**src/rtl/mayur_seq_divider_pkg.sv**
```systemverilog
// mayur_seq_divider_pkg: shared widths and FSM state encoding for the sequential divider
//   DIVIDEND_W_DEF : default dividend/quotient width (a 3x3 product width)
//   DIVISOR_W_DEF  : default divisor/remainder width
//   state_t        : IDLE=0, CALC=1, DONE=2
package mayur_seq_divider_pkg;
    localparam int DIVIDEND_W_DEF = 6;
    localparam int DIVISOR_W_DEF = 3;
    typedef enum logic [1:0] {
        IDLE = 2'd0,
        CALC = 2'd1,
        DONE = 2'd2
    } state_t;
endpackage

```
**src/rtl/mayur_seq_divider_if.sv**
```systemverilog
// mayur_seq_divider_if: start/busy/done handshake and operand/result bus of the divider
//   start, dividend, divisor                          : requester -> divider
//   busy, done, quotient, remainder, div_by_zero      : divider -> requester
//   modport master : requester side; modport slave : divider side
interface mayur_seq_divider_if
    import mayur_seq_divider_pkg::*;
#(
    parameter int DIVIDEND_W = DIVIDEND_W_DEF,
    parameter int DIVISOR_W = DIVISOR_W_DEF
);
    logic                  start;
    logic [DIVIDEND_W-1:0] dividend;
    logic [DIVISOR_W-1:0]  divisor;
    logic                  busy;
    logic                  done;
    logic [DIVIDEND_W-1:0] quotient;
    logic [DIVISOR_W-1:0]  remainder;
    logic                  div_by_zero;
    modport master (
        output start, dividend, divisor,
        input  busy, done, quotient, remainder, div_by_zero
    );
    modport slave (
        input  start, dividend, divisor,
        output busy, done, quotient, remainder, div_by_zero
    );
endinterface

```
**src/rtl/mayur_seq_divider_step.sv**
```systemverilog
// mayur_full_adder / mayur_div_step: one restoring-division step built from full-adder cells
//   mayur_full_adder : a, b, ci -> s, co
//   mayur_div_step   : t (partial remainder with next dividend bit), divisor
//                      -> rem (restored or reduced remainder), qbit (t >= divisor)
module mayur_full_adder (
    input  logic a,
    input  logic b,
    input  logic ci,
    output logic s,
    output logic co
);
    assign s = a ^ b ^ ci;
    assign co = (a & b) | (ci & (a ^ b));
endmodule

module mayur_div_step #(
    parameter int DIVISOR_W = 3
) (
    input  logic [DIVISOR_W:0]   t,
    input  logic [DIVISOR_W-1:0] divisor,
    output logic [DIVISOR_W-1:0] rem,
    output logic                 qbit
);
    logic [DIVISOR_W-1:0] diff;
    logic [DIVISOR_W:0]   c;
    assign c[0] = 1'b1;
    for (genvar i = 0; i < DIVISOR_W; i++) begin : g_fa
        mayur_full_adder u_fa (
            .a (t[i]),
            .b (~divisor[i]),
            .ci(c[i]),
            .s (diff[i]),
            .co(c[i+1])
        );
    end
    // Top cell subtracts an implicit 0 (inverted to 1); only its carry is needed,
    // since a kept difference is below divisor and fits in DIVISOR_W bits.
    assign qbit = t[DIVISOR_W] | c[DIVISOR_W];
    assign rem = qbit ? diff : t[DIVISOR_W-1:0];
endmodule

```
**src/rtl/mayur_seq_divider.sv**
```systemverilog
// mayur_seq_divider: restoring divider, one quotient bit per clock, start/busy/done handshake
//   clk, rst : clock and asynchronous active-high reset
//   bus      : slave side of mayur_seq_divider_if (start/operands in, busy/done/results out)
module mayur_seq_divider
    import mayur_seq_divider_pkg::*;
#(
    parameter int DIVIDEND_W = DIVIDEND_W_DEF,
    parameter int DIVISOR_W = DIVISOR_W_DEF
) (
    input logic clk,
    input logic rst,
    mayur_seq_divider_if.slave bus
);
    localparam int CNT_W = $clog2(DIVIDEND_W);
    state_t                state, state_nxt;
    logic                  accept, zero_div, qbit;
    logic [DIVISOR_W-1:0]  dvs, r, r_nxt, rem_q;
    logic [DIVIDEND_W-1:0] q, q_nxt, quo_q;
    logic [DIVISOR_W:0]    t;
    logic [CNT_W-1:0]      cnt;
    logic                  dbz_q;
    assign zero_div = bus.divisor == '0;
    // start is only heard between operations, so an in-flight division is never disturbed
    assign accept = bus.start && (state == IDLE || state == DONE);
    assign t = {r, q[DIVIDEND_W-1]};
    assign q_nxt = {q[DIVIDEND_W-2:0], qbit};
    mayur_div_step #(.DIVISOR_W(DIVISOR_W)) u_step (
        .t      (t),
        .divisor(dvs),
        .rem    (r_nxt),
        .qbit   (qbit)
    );
    always_ff @(posedge clk or posedge rst) begin
        if (rst) state <= IDLE;
        else state <= state_nxt;
    end
    always_comb begin
        state_nxt = state;
        if (state == CALC) state_nxt = cnt == '0 ? DONE : CALC;
        else if (accept) state_nxt = zero_div ? DONE : CALC;
        else if (state == DONE) state_nxt = IDLE;
    end
    always_ff @(posedge clk or posedge rst) begin
        if (rst) begin
            dvs <= '0;
            q <= '0;
            r <= '0;
            cnt <= '0;
            quo_q <= '0;
            rem_q <= '0;
            dbz_q <= 1'b0;
        end else if (accept) begin
            dvs <= bus.divisor;
            q <= bus.dividend;
            r <= '0;
            cnt <= CNT_W'(DIVIDEND_W - 1);
            dbz_q <= zero_div;
            if (zero_div) begin
                quo_q <= '1;
                rem_q <= '0;
            end
        end else if (state == CALC) begin
            q <= q_nxt;
            r <= r_nxt;
            cnt <= cnt - 1'b1;
            // results are published only on the final step, never mid-calculation
            if (cnt == '0) begin
                quo_q <= q_nxt;
                rem_q <= r_nxt;
            end
        end
    end
    assign bus.busy = state == CALC;
    assign bus.done = state == DONE;
    assign bus.quotient = quo_q;
    assign bus.remainder = rem_q;
    assign bus.div_by_zero = dbz_q;
endmodule

```
**src/flat_wrapper.sv**
```systemverilog
// flat-port wrapper written by rule: the top's interface ports become plain ports
module mayur_seq_divider_flat import mayur_seq_divider_pkg::*;
#(
    parameter int DIVIDEND_W = DIVIDEND_W_DEF,
    parameter int DIVISOR_W = DIVISOR_W_DEF
)
  (clk, rst, bus_start, bus_dividend, bus_divisor, bus_busy, bus_done, bus_quotient, bus_remainder, bus_div_by_zero);
  mayur_seq_divider_if #(.DIVIDEND_W(DIVIDEND_W), .DIVISOR_W(DIVISOR_W)) bus_i ();
  input logic clk;
  input logic rst;
  input wire logic [$bits(bus_i.start)-1:0] bus_start;
  input wire logic [$bits(bus_i.dividend)-1:0] bus_dividend;
  input wire logic [$bits(bus_i.divisor)-1:0] bus_divisor;
  output wire logic [$bits(bus_i.busy)-1:0] bus_busy;
  output wire logic [$bits(bus_i.done)-1:0] bus_done;
  output wire logic [$bits(bus_i.quotient)-1:0] bus_quotient;
  output wire logic [$bits(bus_i.remainder)-1:0] bus_remainder;
  output wire logic [$bits(bus_i.div_by_zero)-1:0] bus_div_by_zero;
  assign bus_i.start = bus_start;
  assign bus_i.dividend = bus_dividend;
  assign bus_i.divisor = bus_divisor;
  assign bus_busy = bus_i.busy;
  assign bus_done = bus_i.done;
  assign bus_quotient = bus_i.quotient;
  assign bus_remainder = bus_i.remainder;
  assign bus_div_by_zero = bus_i.div_by_zero;
  mayur_seq_divider #(.DIVIDEND_W(DIVIDEND_W), .DIVISOR_W(DIVISOR_W)) u_core (.clk(clk), .rst(rst), .bus(bus_i));
endmodule
```
**config.mk**
```make
export PLATFORM = sky130hd
export DESIGN_NAME = mayur_seq_divider_flat
export DESIGN_NICKNAME = d
export VERILOG_FILES = /design/src/rtl/mayur_seq_divider_pkg.sv /design/src/rtl/mayur_seq_divider_if.sv /design/src/rtl/mayur_seq_divider_step.sv /design/src/rtl/mayur_seq_divider.sv /design/src/flat_wrapper.sv
export SDC_FILE = /design/constraint.sdc
export NUM_CORES = 1
export LEC_CHECK = 0
export ABC_AREA = 1
export CAP_MARGIN = 10
export CORE_MARGIN = 2
export CORE_UTILIZATION = 55
export DETAILED_ROUTE_END_ITERATION = 6
export PLACE_DENSITY = 0.88
export SYNTH_ARGS = -nofsm -noshare
export SYNTH_HDL_FRONTEND = slang
export SYNTH_SLANG_ARGS = --single-unit
```
**constraint.sdc**
```tcl
create_clock -name clk -period 3.4 [get_ports clk]
set_clock_uncertainty 0.2 [all_clocks]
set_input_delay 0.68 -clock clk [delete_from_list [all_inputs] [get_ports clk]]
set_output_delay 0.68 -clock clk [all_outputs]
set_load 0.01 [all_outputs]
```
==> out/qor.yml <==
synthesis.instances: 176
slew_viol_final: 0
post-route-drc-count: 0
slew_headroom_pct: 33.0
status: "completed"
drv_cap: 0
finish.utilization_pct: 68.4
seq_power_share_pct: 35.5
setup_tns_ns: 0
cts_sinks: 27
tightest_slew_ns: 1.00
grt_overflow: 0
htreeDepth: 1
layout-drive-gt1-share_pct: 6.57
ctsHoldBuffers: 0
grt_max_degree: 28
start_util_pct: 58.7
vdd_drop_max_v: 0.000498
crit_path_max_incr_delay_ns: 0.57
chipHeight_um: 55.7
crit_chain: "inv_1 -> ha_1 -> clkdlybuf4s50_1"
worstPathRequired_ns: 2.52
ys_async_sr_fraction_pct: 100
grt_pass1_wl_um: 5060
post_cts_buffers: 0
vias: 1175
ys_seq_area_share_pct: 46.0
dieWidth_um: 55.7
path_max_fanout: 3
p_int_mw: 0.870
die-area_mm2: 0.00310
yosys-top-cells-count: "nand2_1, inv_1, dfrtp_1"
post-dp-hpwl_um: 2200
worst_hold_path.endpoint: "u_core.bus.div_by_zero"
grt_util_all_layers_pct: 20.7
root_buffer: "clkbuf_4"
ys.warnings.count: 0
synth.area.top_cells: "dfrtp_1, nand2_1, inv_1"
ctsResizeCount: 0
synthFlopType: "dfrtp_1"
switching_share_pct: 43.8
worst_path_max_delay_cell: "clkdlybuf4s50_1"
setup_violations: 0
min_path_type: "register to register"
synth.top_cell.area_share_pct: 46.0
worstPathArrival_ns: 1.69
hold_start: "u_core.bus.div_by_zero"
synth_seq_cells: 27
yosysMostFrequentCell: "nand2_1"
synth_area_leader_cell: "dfrtp_1"
critPathKind: "register to output port"
vias_per_cell: 5.15
min_path_cells: 2
pwr-share-comb_pct: 55.4
dpl_worst_slack_ns: 1.04
clk_pin_slew_ns: 0.14
finalHoldViolations: 0
start_kind: "register"
wl_per_cell_um: 12.7
worst_hold_slack_ns: 0.305
clock_path_buffers: 2
syn-cell-area_mm2: 0.00147
boundaryPins: 24
synth-edff-count: 0
ant_nets: 0
dr.pass1.iters: 5
worstReg2RegStart: "u_core.q[5]"
synthToLayoutAreaGrowth_pct: 16.5
p_sw_mw: 0.677
core-area_mm2: 0.00250
p_clk_share_pct: 9.1
final_nets: 219
antenna_found_initial: 0
avgSynthCellArea_um2: 8.34
max_freq_ghz: 0.389
r2r_end: "u_core.r[1]"
syn_nets: 196
power.leakage_nw: 0.879
diodes: 0
rows: 18
fin_crit_ns: 2.57
rrSetupSlack_ns: 1.12
fin_crit_sh_pct: 75.5
rsz0062_at_grt: "false"
port_buffers: 23
drt-total-wl_um: 2910
clk_latency_ns: 0.33
synth_cell_type_count: 20
cts_buffers: 3
fin_ws_ns: 0.832
first_iter_violations: 52
place_congestion: 0.858
rr_worst_depth: 9
cp-end-kind: "output port"
grt_pass1_vias: 1175
cts_tree: "yes"
p_per_area_mw_per_mm2: 905
==> flip-flops by register name, indices dropped and copies added, names as in the netlist <==
name                    count
u_core.cnt                  3
u_core.bus.remainder        3
u_core.dvs                  3
u_core.r                    3
u_core.q                    6
u_core.bus.div_by_zero      1
u_core.bus.quotient         6
u_core.state                2
==> layer usage <==
metal	share of wire [%]	global-route usage (%)	routed length (um)
met5	0	0	0
met4	1.2	6.27	36
met3	5.5	6.05	160
met2	50	35.2	1440
met1	44	25.3	1270
==> power by group through the flow <==
stage          clock, mW  combinational (mW)  sequential (mW)
2_1_floorplan          0               0.604            0.564
3_3_place_gp           0               0.815            0.552
3_5_place_dp           0               0.863            0.556
4_1_cts            0.146               0.865            0.548
5_1_grt            0.155               0.980            0.568
6_report           0.141               0.858            0.549
==> layout make-up <==
type,count,area (um2)
Clock buffer,4,26.3
Sequential cell,27,676
Multi-Input combinational cell,115,631
Inverter,29,109
Tap cell,30,37.5
Fill cell,207,791
Timing Repair Buffer,23,230
==> worst max-delay path: cells and delay by family, from the launching register on <==
family / cells / cell delay [ns]
fa+ha+maj: 1 / 0.25
buf+inv: 2 / 0.67
flops: 1 / 0.44
==> cell families (layout without fill, tap and decap cells) <==
kind of cell,Yosys count,count (layout),share of synthesized area [%]
flip-flops,27,27,46.0
buffers and inverters,34,56,11.0
AO/OA/AOI/OAI,23,23,8.61
AND/OR/NAND/NOR,84,84,26.5
adder cells (fa/ha/maj),8,8,7.84
==> per-stage QoR <==
stage	std cells	area (um2)	total power [mW]
global placement	224	1680	1.37
finish	228	1710	1.55
detailed placement	224	1680	1.42
global route	228	1710	1.70
floorplan	176	1470	1.17
CTS	228	1710	1.56
==> worst max path at each step <==
stage | start | to | slack, ns | cells after the start
3_5_place_dp | bus_start | u_core.bus.remainder[0] | 1.04 | 7
6_report | u_core.state[0] | bus_done | 0.83 | 3
2_1_floorplan | u_core.q[5] | u_core.bus.remainder[0] | 1.34 | 9
4_1_cts | u_core.state[0] | bus_done | 0.82 | 3
5_1_grt | u_core.state[1] | bus_busy | 0.74 | 3
3_3_place_gp | bus_start | u_core.bus.remainder[1] | 1.07 | 7
==> cells in the final DEF, fill, tap and decap left out, types with 2 or more instances in the layout <==
cell type        synthesis  final
nand2_1                 54     54
clkbuf_4                 0      3
dfrtp_1                 27     27
a21oi_1                  8      8
nand2_4                  2      2
nand3_1                 19     19
nor2_1                   2      2
fa_1                     2      2
ha_1                     6      6
nand2_2                  2      2
o21ai_0                 14     14
inv_1                   28     28
clkdlybuf4s50_1          0     23
Power figures use the tool's default switching activity.
